## config.mk

```make
export PLATFORM = sky130hd
export DESIGN_NAME = exu_alu_adder_pipe_flat
export DESIGN_NICKNAME = d
export VERILOG_FILES = /design/src/rtl/exu_alu_adder_pipe_pkg.sv /design/src/rtl/exu_alu_adder_pipe_if.sv /design/src/rtl/exu_alu_adder_pipe_add_slice.sv /design/src/rtl/exu_alu_adder_pipe.sv /design/src/flat_wrapper.sv
export SDC_FILE = /design/constraint.sdc
export NUM_CORES = 1
export LEC_CHECK = 0
export ABC_AREA = 1
export BUFFER_PORTS_ARGS = -buffer_cell sky130_fd_sc_hd__buf_2
export CORE_ASPECT_RATIO = 1.25
export CORE_MARGIN = 1.5
export CORE_UTILIZATION = 55
export DETAILED_ROUTE_END_ITERATION = 6
export PLACE_DENSITY = 0.81
export RECOVER_POWER = 25
export SYNTH_ARGS = -nofsm -noshare
export SYNTH_HDL_FRONTEND = slang
export SYNTH_SLANG_ARGS = --single-unit
```

## constraint.sdc

```tcl
create_clock -name clk -period 7.1 [get_ports clk]
set_input_delay 0.355 -clock clk [delete_from_list [all_inputs] [get_ports clk]]
set_output_delay 0.355 -clock clk [all_outputs]
set_load 0.03 [all_outputs]
```

## src/rtl/exu_alu_adder_pipe_pkg.sv

```systemverilog
// ---------------------------------------------------------------------------
// alu_adder_pkg
// Shared definitions for the pipelined ALU adder:
//   - op_idx_e   : bit positions of the one-hot op vector (ADD=0 .. MAXU=8)
//   - OP_W       : width of the one-hot op vector
//   - cmp_flags_t: the eq/lt/ltu compare flag bundle carried in stage registers
//   - sub_mode() : ops that run the carry chain as op1 + ~op2 + 1
//   - op_legal() : op vector is non-zero and one-hot
// ---------------------------------------------------------------------------
package alu_adder_pkg;

    localparam int OP_W = 9;

    typedef enum logic [3:0] {
        OP_ADD   = 4'd0,
        OP_SUB   = 4'd1,
        OP_SLT   = 4'd2,
        OP_SLTU  = 4'd3,
        OP_AUIPC = 4'd4,
        OP_MIN   = 4'd5,
        OP_MAX   = 4'd6,
        OP_MINU  = 4'd7,
        OP_MAXU  = 4'd8
    } op_idx_e;

    typedef struct packed {
        logic eq;
        logic lt;
        logic ltu;
    } cmp_flags_t;

    // Every compare-based op needs op1 - op2, so they all share subtract mode.
    function automatic logic sub_mode(input logic [OP_W-1:0] op);
        return op[OP_SUB] | op[OP_SLT] | op[OP_SLTU] | op[OP_MIN] |
               op[OP_MAX] | op[OP_MINU] | op[OP_MAXU];
    endfunction

    // x & (x - 1) clears the lowest set bit; zero afterwards means one-hot.
    function automatic logic op_legal(input logic [OP_W-1:0] op);
        logic [OP_W-1:0] low_cleared;
        low_cleared = op & (op - {{(OP_W-1){1'b0}}, 1'b1});
        return (op != '0) && (low_cleared == '0);
    endfunction

endpackage

```

## src/rtl/exu_alu_adder_pipe_if.sv

```systemverilog
// ---------------------------------------------------------------------------
// exu_alu_adder_pipe_if
// Request/response bundle of the pipelined ALU adder.
//   Request : flush_i, in_valid_i, in_ready_o, op_i, op1_i, op2_i, tag_i
//   Response: out_valid_o, out_ready_i, result_o, eq_o, lt_o, ltu_o, tag_o
// Modports: slave = the adder, master = whoever drives it (dispatch / bench).
// ---------------------------------------------------------------------------
interface exu_alu_adder_pipe_if #(
    parameter int XLEN  = 32,
    parameter int TAG_W = 5
);
    import alu_adder_pkg::*;

    logic             flush_i;
    logic             in_valid_i;
    logic             in_ready_o;
    logic [OP_W-1:0]  op_i;
    logic [XLEN-1:0]  op1_i;
    logic [XLEN-1:0]  op2_i;
    logic [TAG_W-1:0] tag_i;
    logic             out_valid_o;
    logic             out_ready_i;
    logic [XLEN-1:0]  result_o;
    logic             eq_o;
    logic             lt_o;
    logic             ltu_o;
    logic [TAG_W-1:0] tag_o;

    modport slave (
        input  flush_i, in_valid_i, op_i, op1_i, op2_i, tag_i, out_ready_i,
        output in_ready_o, out_valid_o, result_o, eq_o, lt_o, ltu_o, tag_o
    );

    modport master (
        output flush_i, in_valid_i, op_i, op1_i, op2_i, tag_i, out_ready_i,
        input  in_ready_o, out_valid_o, result_o, eq_o, lt_o, ltu_o, tag_o
    );

endinterface

```

## src/rtl/exu_alu_adder_pipe_add_slice.sv

```systemverilog
// ---------------------------------------------------------------------------
// exu_alu_add_slice
// One carry-chain segment plus one pipeline register with valid/ready.
// The W-bit add is combinational (sum_o/cout_o) so the parent can fold it,
// together with anything else, into the P-bit payload that this stage
// registers. That keeps every stage output a plain flop.
// Ports:
//   clk, rst, flush_i        clock, sync reset, kill valid at next edge
//   up_valid_i / up_ready_o  handshake with the stage above
//   a_i, b_i, cin_i          segment operands and carry-in
//   sum_o, cout_o            combinational segment sum and carry-out
//   data_i / data_o          payload in / registered payload out
//   valid_o / down_ready_i   handshake with the stage below
// ---------------------------------------------------------------------------
module exu_alu_add_slice #(
    parameter int W = 16,
    parameter int P = 8
) (
    input  logic         clk,
    input  logic         rst,
    input  logic         flush_i,
    input  logic         up_valid_i,
    output logic         up_ready_o,
    input  logic [W-1:0] a_i,
    input  logic [W-1:0] b_i,
    input  logic         cin_i,
    output logic [W-1:0] sum_o,
    output logic         cout_o,
    input  logic [P-1:0] data_i,
    output logic         valid_o,
    input  logic         down_ready_i,
    output logic [P-1:0] data_o
);

    logic         valid_d;
    logic         valid_q;
    logic [P-1:0] data_d;
    logic [P-1:0] data_q;

    always_comb begin
        {cout_o, sum_o} = {1'b0, a_i} + {1'b0, b_i} + {{W{1'b0}}, cin_i};
    end

    assign up_ready_o = !valid_q || down_ready_i;

    // Flush only drops the valid bit; the payload may load the doomed
    // transaction, which is harmless because nothing downstream will see it.
    always_comb begin
        valid_d = valid_q;
        data_d  = data_q;
        if (up_ready_o) begin
            valid_d = up_valid_i;
        end
        if (up_valid_i && up_ready_o) begin
            data_d = data_i;
        end
        if (flush_i) begin
            valid_d = 1'b0;
        end
    end

    always_ff @(posedge clk) begin
        if (rst) begin
            valid_q <= 1'b0;
            data_q  <= '0;
        end else begin
            valid_q <= valid_d;
            data_q  <= data_d;
        end
    end

    assign valid_o = valid_q;
    assign data_o  = data_q;

endmodule

```

## src/rtl/exu_alu_adder_pipe.sv

```systemverilog
// ---------------------------------------------------------------------------
// exu_alu_adder_pipe
// Pipelined ALU adder: ADD, SUB, SLT, SLTU, AUIPC, MIN, MAX, MINU, MAXU.
// STAGES=1 runs the full carry chain in one stage; STAGES=2 splits it at
// XLEN/2, registering the low half and its carry-out in stage 0. The compare
// flags and result mux are evaluated in front of the last register so every
// output comes straight from a flop.
// Ports:
//   clk, rst  clock and synchronous active-high reset
//   bus       exu_alu_adder_pipe_if.slave (request/response handshake)
// ---------------------------------------------------------------------------
module exu_alu_adder_pipe
    import alu_adder_pkg::*;
#(
    parameter int XLEN   = 32,
    parameter int STAGES = 1,
    parameter int TAG_W  = 5
) (
    input  logic                        clk,
    input  logic                        rst,
    exu_alu_adder_pipe_if.slave         bus
);

    localparam int HALF = XLEN / 2;

    typedef struct packed {
        logic [TAG_W-1:0] tag;
        logic [XLEN-1:0]  result;
        cmp_flags_t       flags;
    } out_t;

    // Stage-0 register of the split pipeline. Full operands are kept because
    // min/max must return a whole operand and eq compares all bits.
    typedef struct packed {
        logic [TAG_W-1:0] tag;
        logic [OP_W-1:0]  op;
        logic [XLEN-1:0]  op1;
        logic [XLEN-1:0]  op2;
        logic [HALF-1:0]  sum_lo;
        logic             carry;
    } mid_t;

    localparam int OUT_W = $bits(out_t);
    localparam int MID_W = $bits(mid_t);

    // Final compare and result selection from the complete XLEN+1 bit sum.
    // Flags stay 0 outside subtract mode and for illegal op vectors.
    function automatic out_t finish_op(
        input logic [OP_W-1:0]  op,
        input logic [XLEN-1:0]  a,
        input logic [XLEN-1:0]  b,
        input logic [XLEN:0]    s,
        input logic [TAG_W-1:0] tag
    );
        out_t r;
        logic legal;
        logic eq;
        logic lt;
        logic ltu;
        r     = '0;
        r.tag = tag;
        legal = op_legal(op);
        eq    = (a == b);
        ltu   = ~s[XLEN];
        lt    = (a[XLEN-1] != b[XLEN-1]) ? a[XLEN-1] : s[XLEN-1];
        if (legal && sub_mode(op)) begin
            r.flags = '{eq: eq, lt: lt, ltu: ltu};
        end
        if (legal) begin
            if (op[OP_ADD] || op[OP_SUB] || op[OP_AUIPC]) begin
                r.result = s[XLEN-1:0];
            end else if (op[OP_SLT]) begin
                r.result = {{(XLEN-1){1'b0}}, lt};
            end else if (op[OP_SLTU]) begin
                r.result = {{(XLEN-1){1'b0}}, ltu};
            end else if (op[OP_MIN]) begin
                r.result = lt ? a : b;
            end else if (op[OP_MAX]) begin
                r.result = lt ? b : a;
            end else if (op[OP_MINU]) begin
                r.result = ltu ? a : b;
            end else begin
                r.result = ltu ? b : a;
            end
        end
        return r;
    endfunction

    out_t out_q;

    if (STAGES == 1) begin : g_one_stage
        logic            sub0;
        logic [XLEN-1:0] b_x;
        logic [XLEN-1:0] sum;
        logic            cout;
        out_t            fin_d;

        always_comb begin
            sub0  = sub_mode(bus.op_i);
            b_x   = sub0 ? ~bus.op2_i : bus.op2_i;
            fin_d = finish_op(bus.op_i, bus.op1_i, bus.op2_i, {cout, sum}, bus.tag_i);
        end

        exu_alu_add_slice #(.W(XLEN), .P(OUT_W)) u_slice0 (
            .clk          (clk),
            .rst          (rst),
            .flush_i      (bus.flush_i),
            .up_valid_i   (bus.in_valid_i),
            .up_ready_o   (bus.in_ready_o),
            .a_i          (bus.op1_i),
            .b_i          (b_x),
            .cin_i        (sub0),
            .sum_o        (sum),
            .cout_o       (cout),
            .data_i       (fin_d),
            .valid_o      (bus.out_valid_o),
            .down_ready_i (bus.out_ready_i),
            .data_o       (out_q)
        );
    end else begin : g_two_stage
        logic            sub0;
        logic [HALF-1:0] b0_x;
        logic [HALF-1:0] sum_lo;
        logic            cout_lo;
        mid_t            mid_d;
        mid_t            mid_q;
        logic            valid0;
        logic            ready1;
        logic            sub1;
        logic [HALF-1:0] b1_x;
        logic [HALF-1:0] sum_hi;
        logic            cout_hi;
        out_t            fin_d;

        // Stage 0: low half with the subtract carry-in; its carry-out is
        // the carry-in of the upper half one cycle later.
        always_comb begin
            sub0  = sub_mode(bus.op_i);
            b0_x  = sub0 ? ~bus.op2_i[HALF-1:0] : bus.op2_i[HALF-1:0];
            mid_d = '{tag: bus.tag_i, op: bus.op_i, op1: bus.op1_i, op2: bus.op2_i,
                      sum_lo: sum_lo, carry: cout_lo};
        end

        exu_alu_add_slice #(.W(HALF), .P(MID_W)) u_slice0 (
            .clk          (clk),
            .rst          (rst),
            .flush_i      (bus.flush_i),
            .up_valid_i   (bus.in_valid_i),
            .up_ready_o   (bus.in_ready_o),
            .a_i          (bus.op1_i[HALF-1:0]),
            .b_i          (b0_x),
            .cin_i        (sub0),
            .sum_o        (sum_lo),
            .cout_o       (cout_lo),
            .data_i       (mid_d),
            .valid_o      (valid0),
            .down_ready_i (ready1),
            .data_o       (mid_q)
        );

        // Stage 1: upper half from the registered carry, then flags and mux.
        always_comb begin
            sub1  = sub_mode(mid_q.op);
            b1_x  = sub1 ? ~mid_q.op2[XLEN-1:HALF] : mid_q.op2[XLEN-1:HALF];
            fin_d = finish_op(mid_q.op, mid_q.op1, mid_q.op2,
                              {cout_hi, sum_hi, mid_q.sum_lo}, mid_q.tag);
        end

        exu_alu_add_slice #(.W(HALF), .P(OUT_W)) u_slice1 (
            .clk          (clk),
            .rst          (rst),
            .flush_i      (bus.flush_i),
            .up_valid_i   (valid0),
            .up_ready_o   (ready1),
            .a_i          (mid_q.op1[XLEN-1:HALF]),
            .b_i          (b1_x),
            .cin_i        (mid_q.carry),
            .sum_o        (sum_hi),
            .cout_o       (cout_hi),
            .data_i       (fin_d),
            .valid_o      (bus.out_valid_o),
            .down_ready_i (bus.out_ready_i),
            .data_o       (out_q)
        );
    end

    assign bus.result_o = out_q.result;
    assign bus.eq_o     = out_q.flags.eq;
    assign bus.lt_o     = out_q.flags.lt;
    assign bus.ltu_o    = out_q.flags.ltu;
    assign bus.tag_o    = out_q.tag;

endmodule

```

## src/flat_wrapper.sv

```systemverilog
// flat-port wrapper written by rule: the top's interface ports become plain ports
module exu_alu_adder_pipe_flat import alu_adder_pkg::*;
#(
    parameter int XLEN   = 32,
    parameter int STAGES = 1,
    parameter int TAG_W  = 5
)
  (clk, rst, bus_flush_i, bus_in_valid_i, bus_op_i, bus_op1_i, bus_op2_i, bus_tag_i, bus_out_ready_i, bus_in_ready_o, bus_out_valid_o, bus_result_o, bus_eq_o, bus_lt_o, bus_ltu_o, bus_tag_o);
  exu_alu_adder_pipe_if #(.XLEN(XLEN), .TAG_W(TAG_W)) bus_i ();
  input  logic clk;
  input  logic rst;
  input wire logic [$bits(bus_i.flush_i)-1:0] bus_flush_i;
  input wire logic [$bits(bus_i.in_valid_i)-1:0] bus_in_valid_i;
  input wire logic [$bits(bus_i.op_i)-1:0] bus_op_i;
  input wire logic [$bits(bus_i.op1_i)-1:0] bus_op1_i;
  input wire logic [$bits(bus_i.op2_i)-1:0] bus_op2_i;
  input wire logic [$bits(bus_i.tag_i)-1:0] bus_tag_i;
  input wire logic [$bits(bus_i.out_ready_i)-1:0] bus_out_ready_i;
  output wire logic [$bits(bus_i.in_ready_o)-1:0] bus_in_ready_o;
  output wire logic [$bits(bus_i.out_valid_o)-1:0] bus_out_valid_o;
  output wire logic [$bits(bus_i.result_o)-1:0] bus_result_o;
  output wire logic [$bits(bus_i.eq_o)-1:0] bus_eq_o;
  output wire logic [$bits(bus_i.lt_o)-1:0] bus_lt_o;
  output wire logic [$bits(bus_i.ltu_o)-1:0] bus_ltu_o;
  output wire logic [$bits(bus_i.tag_o)-1:0] bus_tag_o;
  assign bus_i.flush_i = bus_flush_i;
  assign bus_i.in_valid_i = bus_in_valid_i;
  assign bus_i.op_i = bus_op_i;
  assign bus_i.op1_i = bus_op1_i;
  assign bus_i.op2_i = bus_op2_i;
  assign bus_i.tag_i = bus_tag_i;
  assign bus_i.out_ready_i = bus_out_ready_i;
  assign bus_in_ready_o = bus_i.in_ready_o;
  assign bus_out_valid_o = bus_i.out_valid_o;
  assign bus_result_o = bus_i.result_o;
  assign bus_eq_o = bus_i.eq_o;
  assign bus_lt_o = bus_i.lt_o;
  assign bus_ltu_o = bus_i.ltu_o;
  assign bus_tag_o = bus_i.tag_o;
  exu_alu_adder_pipe #(.XLEN(XLEN), .STAGES(STAGES), .TAG_W(TAG_W)) u_core (.clk(clk), .rst(rst), .bus(bus_i));
endmodule
```

==> flow_metrics.py, run 1 <==
metrics = {
    "run_status": {
        "status": "finished clean",
    },
    "routing": {
        "wirelength_um": 17700,
        "viasPerCell": 5.58,
        "antenna_left": 0,
        "drt-initial-drc-count": 458,
        "wl_per_cell_um": 14.6,
        "drc": 0,
        "vias": 6767,
        "first_pass_iters": 5,
    },
    "clock_tree": {
        "htree_levels": 2,
        "clk_pin_slew_worst_paths_ns": 0.07,
        "clockBufferDepth": 2,
        "ctsResizeCount": 0,
        "cts.sinks": 41,
        "cts_buffers": 5,
        "cts_hold_buffers": 0,
        "cts_tree": "yes",
        "clock-root-buffer": "clkbuf_16",
        "post-cts-setup-buffer-count": 0,
        "clock_latency_ns": 0.30,
    },
    "yosys": {
        "synth_edf_count": 0,
        "syn_nets": 1104,
        "ys_seq_area_share_pct": 14.4,
        "ys.flop_type": "dfxtp_1",
        "yosysTopAreaCell": "nand2_1",
        "syn_inst": 987,
        "synth_top_cell_area_share_pct": 25.5,
        "synthTopCellsByArea": "nand2_1, dfxtp_1, xor2_1",
        "ys_ff_latch": 41,
        "syn_area_mm2": 0.00570,
        "synth_area_per_cell_um2": 5.77,
        "yosysUniqueCellTypes": 52,
        "ys.warnings.count": 0,
        "async_flop_share_pct": 0,
    },
    "floorplanning": {
        "dieWidth_um": 94.0,
        "num_rows": 41,
        "die_y_um": 117,
        "num_io_pins": 125,
        "die_area_mm2": 0.0110,
        "initial_core_util_pct": 56.4,
        "core-area_mm2": 0.0101,
    },
    "critical_path": {
        "crit_path_max_incr_delay_ns": 0.77,
        "critPathLaunchType": "primary input",
        "crit_start": "bus_op_i[5]",
        "ff2ff_setup_slack_ns": 4.69,
        "critPathMostFrequentCell": "nand2_1",
        "worst_r2r_path_depth": 10,
        "cp-end-kind": "flop",
        "worstPathRequired_ns": 7.23,
        "crit_path_end": "u_core.g_one_stage.u_slice0.data_o[33]",
        "crit_slowest_cell": "nand2_2",
        "r2r-start": "u_core.g_one_stage.u_slice0.valid_o",
        "worstPathArrival_ns": 5.77,
        "path_class": "in -> reg",
        "r2r_end": "u_core.g_one_stage.u_slice0.data_o[32]",
        "cp_max_fo": 52,
    },
    "sta": {
        "holdWs_ns": 0.205,
        "fmax_ghz": 0.177,
        "slew_headroom_pct": 23.2,
        "skew_ns": 0.00642,
        "drv_slew": 0,
        "rsz0062_at_grt": "false",
        "finalSetupTns_ns": 0,
        "finalCritPeriodShare_pct": 79.4,
        "tightest_slew_ns": 1.15,
        "finalHoldViolCount": 0,
        "fin_crit_ns": 5.64,
        "finalSetupViolations": 0,
    },
    "global_route": {
        "grt_max_degree": 53,
        "grtUsageTotal_pct": 32.7,
        "first_global_vias": 6151,
        "grt_overflow": 0,
        "antenna_found_initial": 0,
        "grt_first_pass_wirelength_um": 28900,
    },
    "pwr": {
        "vdd_drop_max_mv": 0.0871,
        "p_leak_nw": 3.29,
        "finalPower_mw": 0.934,
        "p_per_area_mw_per_mm2": 145,
    },
    "flow_run": {
        "max_cap_viol_count": 0,
    },
    "finish": {
        "fin_nets": 1200,
        "n_antenna_cell": 0,
        "final_common_cell": "nand2_1",
        "final.fill_count": 1024,
        "finalInstanceArea_mm2": 0.00644,
        "stdcell_count": 1213,
        "drive_gt1_share_pct": 15.7,
        "final_cell_mix": "nand2_1, buf_2, inv_1, nand3_1, a21oi_1",
        "syn2layout_area_growth_pct": 13.1,
    },
    "hold_path": {
        "worstHoldPathType": "in -> reg",
    },
    "placed_design": {
        "postPlaceCellArea_mm2": 0.00629,
        "port_buffers": 124,
        "dp_cells": 1205,
        "place_hpwl_um": 12900,
        "place_congestion": 0.994,
    },
}
[Yosys cell counts, types with 2 or more instances]
cell type    n
o21bai_1     4
xnor2_1     11
o21ai_2      3
buf_2        4
or2_2        7
nand4_1      4
inv_1       93
nand3_1     73
o21ai_1     23
clkbuf_1    18
a31oi_1      6
o21ai_0     26
clkinv_1     9
nor2_2       2
nor3_1       4
a21oi_1     63
a21oi_2     17
nor2_1      31
buf_1        4
nand2_4      4
o22ai_1      4
a211oi_1     2
a21o_1       8
xor2_1      50
nor4_1       7
dfxtp_1     41
nand2_1    387
nand2_2      8
nand3_2      5
inv_2        3
buf_4        7
a2111oi_0    2
ha_1        33
a221oi_1     2
buf_6        5
[power breakdown]
part | internal (mW) | switching (mW) | leakage, nW
clock | 0.176 | 0.106 | 0.0831
sequential | 0.232 | 0.00107 | 0.331
combinational | 0.145 | 0.274 | 2.87
[final cells by class]
class                      instances  area (um^2)  area share, %
sequential                        41          821           12.7
tap                              129          161           2.50
clock inverter                     2         37.5          0.582
multi-input combinational        801         4260           66.1
inverter                         106          403           6.25
timing repair buffer             128          626           9.71
clock buffer                       6          139           2.15
[worst min path at each step]
stage | startpoint | to | slack, ns | depth (start not counted)
after floorplan | bus_flush_i | u_core.g_one_stage.u_slice0.valid_o | 0.43 | 1
after global placement | u_core.g_one_stage.u_slice0.data_o[28] | u_core.g_one_stage.u_slice0.data_o[28] | 0.45 | 2
after detailed placement | u_core.g_one_stage.u_slice0.data_o[28] | u_core.g_one_stage.u_slice0.data_o[28] | 0.45 | 2
after CTS | bus_flush_i | u_core.g_one_stage.u_slice0.valid_o | 0.20 | 2
after global routing | bus_flush_i | u_core.g_one_stage.u_slice0.valid_o | 0.21 | 2
final | bus_flush_i | u_core.g_one_stage.u_slice0.valid_o | 0.21 | 2
[flip-flops by register name, summed over array words and instances, names as in the netlist]
| register | count |
|---|---|
| u_core.g_one_stage.u_slice0.data_o | 40 |
| u_core.g_one_stage.u_slice0.valid_o | 1 |
[worst max-delay path: cells and delay by family]
kind,cells,cell delay (ns)
buffers and inverters,4,1.36
and+or+nand+nor,14,2.30
adders and majority gates,1,0.43
xor gates and xnor gates,1,0.16
AOI/OAI and AO/OA,5,1.10
[per-layer routing]
layer / vias to the layer above / share of wire, % / global-route usage [%]
met1: 3069 / 43 / 41.9
met4: 0 / 3.0 / 13.7
li1: 3371 / - / -
met5: - / 0 / 0
met3: 45 / 6.7 / 3.88
met2: 282 / 48 / 55.6
[cells by family (layout without fill, tap and decap cells)]
logic type / Yosys count / count (layout) / share of synthesized area (%)
DFF: 41 / 41 / 14.4
AOI/OAI and AO/OA: 171 / 171 / 18.1
xor gates and xnor gates: 61 / 61 / 9.38
and+or+nand+nor: 535 / 535 / 39.6
adders and majority gates: 34 / 34 / 7.60
buffers and inverters: 145 / 242 / 10.9
[metrics by stage]
step | worst slack, ns | util, %
6_report | 1.46 | 63.8
2_1_floorplan | 3.48 | -
4_1_cts | 1.63 | 64.0
3_3_place_gp | 1.44 | 62.3
3_5_place_dp | 1.33 | 62.3
5_1_grt | 1.09 | 63.8
Note: power is estimated with default switching activity, not from simulation.
==> inputs of run 2 (changes only) <==
- CORE_UTILIZATION: 55 -> 51
- PLACE_DENSITY: 0.81 -> 0.79
- clock period: 7.1 -> 5 ns (I/O delays scaled with it)
==> run 2 against run 1 <==
Core utilization shrank 3.0 points. First-iteration DRC count shrank 6.1%. Clock power up 56%. Clock-buffer cell count down 1. Worst hold slack lost 0.072 ns. Sequential power rose by 42%.
==> flow_metrics.py, run 2 (same netlist as run 1, synthesis figures left out) <==
metrics = {
    "global_route": {
        "grtUsageTotal_pct": 30.0,
        "grt_first_pass_wirelength_um": 29300,
        "grt_overflow": 0,
        "grt_max_degree": 51,
        "first_global_vias": 6179,
        "antenna_found_initial": 0,
    },
    "critical_path": {
        "path_class": "in -> reg",
        "worstPathRequired_ns": 5.13,
        "critPathLaunchType": "primary input",
        "cp_max_fo": 50,
        "worstPathArrival_ns": 4.27,
        "cp-end-kind": "flop",
    },
    "routing": {
        "viasPerCell": 5.45,
        "antenna_left": 0,
        "drc": 0,
        "first_pass_iters": 5,
        "wirelength_um": 17800,
        "drt-initial-drc-count": 430,
        "wl_per_cell_um": 14.6,
        "vias": 6662,
    },
    "placed_design": {
        "postPlaceCellArea_mm2": 0.00635,
        "port_buffers": 124,
        "place_hpwl_um": 13000,
        "place_congestion": 0.983,
        "dp_cells": 1215,
    },
    "clock_tree": {
        "cts_hold_buffers": 0,
        "htree_levels": 2,
        "clk_pin_slew_worst_paths_ns": 0.07,
        "clock_latency_ns": 0.29,
        "cts_buffers": 5,
        "post-cts-setup-buffer-count": 0,
        "cts_tree": "yes",
        "clock-root-buffer": "clkbuf_16",
        "cts.sinks": 41,
        "clockBufferDepth": 2,
        "ctsResizeCount": 0,
    },
    "finish": {
        "syn2layout_area_growth_pct": 14.4,
        "stdcell_count": 1223,
        "drive_gt1_share_pct": 16.2,
        "fin_nets": 1207,
        "largest_reg_flops": 40,
        "final_common_cell": "nand2_1",
        "finalInstanceArea_mm2": 0.00652,
        "final_cell_mix": "nand2_1, buf_2, inv_1, nand3_1, a21oi_1",
        "n_antenna_cell": 0,
    },
    "sta": {
        "rsz0062_at_grt": "false",
        "finalSetupViolations": 0,
        "skew_ns": 0.00647,
        "tightest_slew_ns": 1.01,
        "drv_slew": 0,
        "fmax_ghz": 0.242,
        "finalSetupTns_ns": 0,
        "fin_crit_ns": 4.14,
        "finalHoldViolCount": 0,
        "slew_headroom_pct": 32.7,
        "finalCritPeriodShare_pct": 82.7,
    },
    "floorplanning": {
        "die_y_um": 121,
        "initial_core_util_pct": 53.2,
        "num_rows": 42,
        "core-area_mm2": 0.0107,
        "die_area_mm2": 0.0118,
        "dieWidth_um": 97.5,
        "num_io_pins": 125,
    },
    "pwr": {
        "vdd_drop_max_mv": 0.156,
        "p_leak_nw": 3.33,
        "p_per_area_mw_per_mm2": 211,
    },
    "hold_path": {
        "worstHoldPathType": "in -> reg",
    },
    "run_status": {
        "status": "finished clean",
    },
    "flow_run": {
        "max_cap_viol_count": 0,
    },
}
-- run 2: cell count changes in the layout (fill, tap and decap cells not counted), sizes merged --
cell	before	now
buf	108	115
bufinv	1	2
clkbuf	26	25
clkinvlp	1	0
inv	96	97
-- run 2: layout make-up --
type                            count  area (um^2)
Inverter                          106          403
Clock inverter                      3         68.8
Multi-Input combinational cell    801         4260
Timing Repair Buffer              135          678
Fill cell                        1123         4200
Clock buffer                        5          125
Sequential cell                    41          821
Tap cell                          132          165
-- run 2: through the flow --
step | worst slack [ns] | hold slack (ns) | util [%] | total power, mW
after floorplan | 1.49 | 0.323 | - | 0.779
after global placement | 0.643 | 0.408 | 59.2 | 0.928
after detailed placement | 0.571 | 0.434 | 59.2 | 0.931
after CTS | 0.878 | 0.126 | 61.0 | 1.37
after global routing | 0.425 | 0.138 | 60.8 | 1.46
final | 0.864 | 0.133 | 60.8 | 1.37
-- run 2: routing by layer --
| metal | share of wire [%] | track usage (%) | vias up |
|---|---|---|---|
| met1 | 43 | 37.1 | 2964 |
| met2 | 47 | 53.6 | 261 |
| met5 | 0 | 0 | - |
| met3 | 7.0 | 4.15 | 42 |
| met4 | 2.8 | 9.73 | 0 |
| li1 | - | - | 3395 |
-- run 2: path summary, 6_finish.rpt --
check | from | end | slack [ns] | cells after the start
min | bus_flush_i | u_core.g_one_stage.u_slice0.valid_o | 0.13 | 2
max reg2reg | u_core.g_one_stage.u_slice0.valid_o | u_core.g_one_stage.u_slice0.data_o[32] | 2.68 | 10
max | bus_op_i[2] | u_core.g_one_stage.u_slice0.data_o[30] | 0.86 | 23
min reg2reg | u_core.g_one_stage.u_slice0.data_o[25] | u_core.g_one_stage.u_slice0.data_o[25] | 0.46 | 2
-- run 2: critical path, stage by stage --
cell,delay [ns]
buf_2,0.11
inv_1,0.08
nand2_1,0.18
nor2_4,0.18
nand2_2,0.28
buf_4,0.30
xor2_1,0.16
ha_1,0.37
a21o_1,0.23
a31oi_1,0.19
o21ai_0,0.16
a21oi_1,0.32
nand3_1,0.16
nand3_2,0.14
nand3_2,0.12
nand2_4,0.42
inv_2,0.20
nand2_1,0.11
nand3_1,0.07
nand2_1,0.07
nand2_1,0.05
nand2_1,0.07
a21oi_1,0.05
-- run 2: where the power goes --
group	total [mW]	switching (mW)	internal, mW
Combinational	0.605	0.393	0.211
Clock	0.437	0.149	0.288
Sequential	0.331	0.00150	0.330
Total	1.37	0.544	0.829
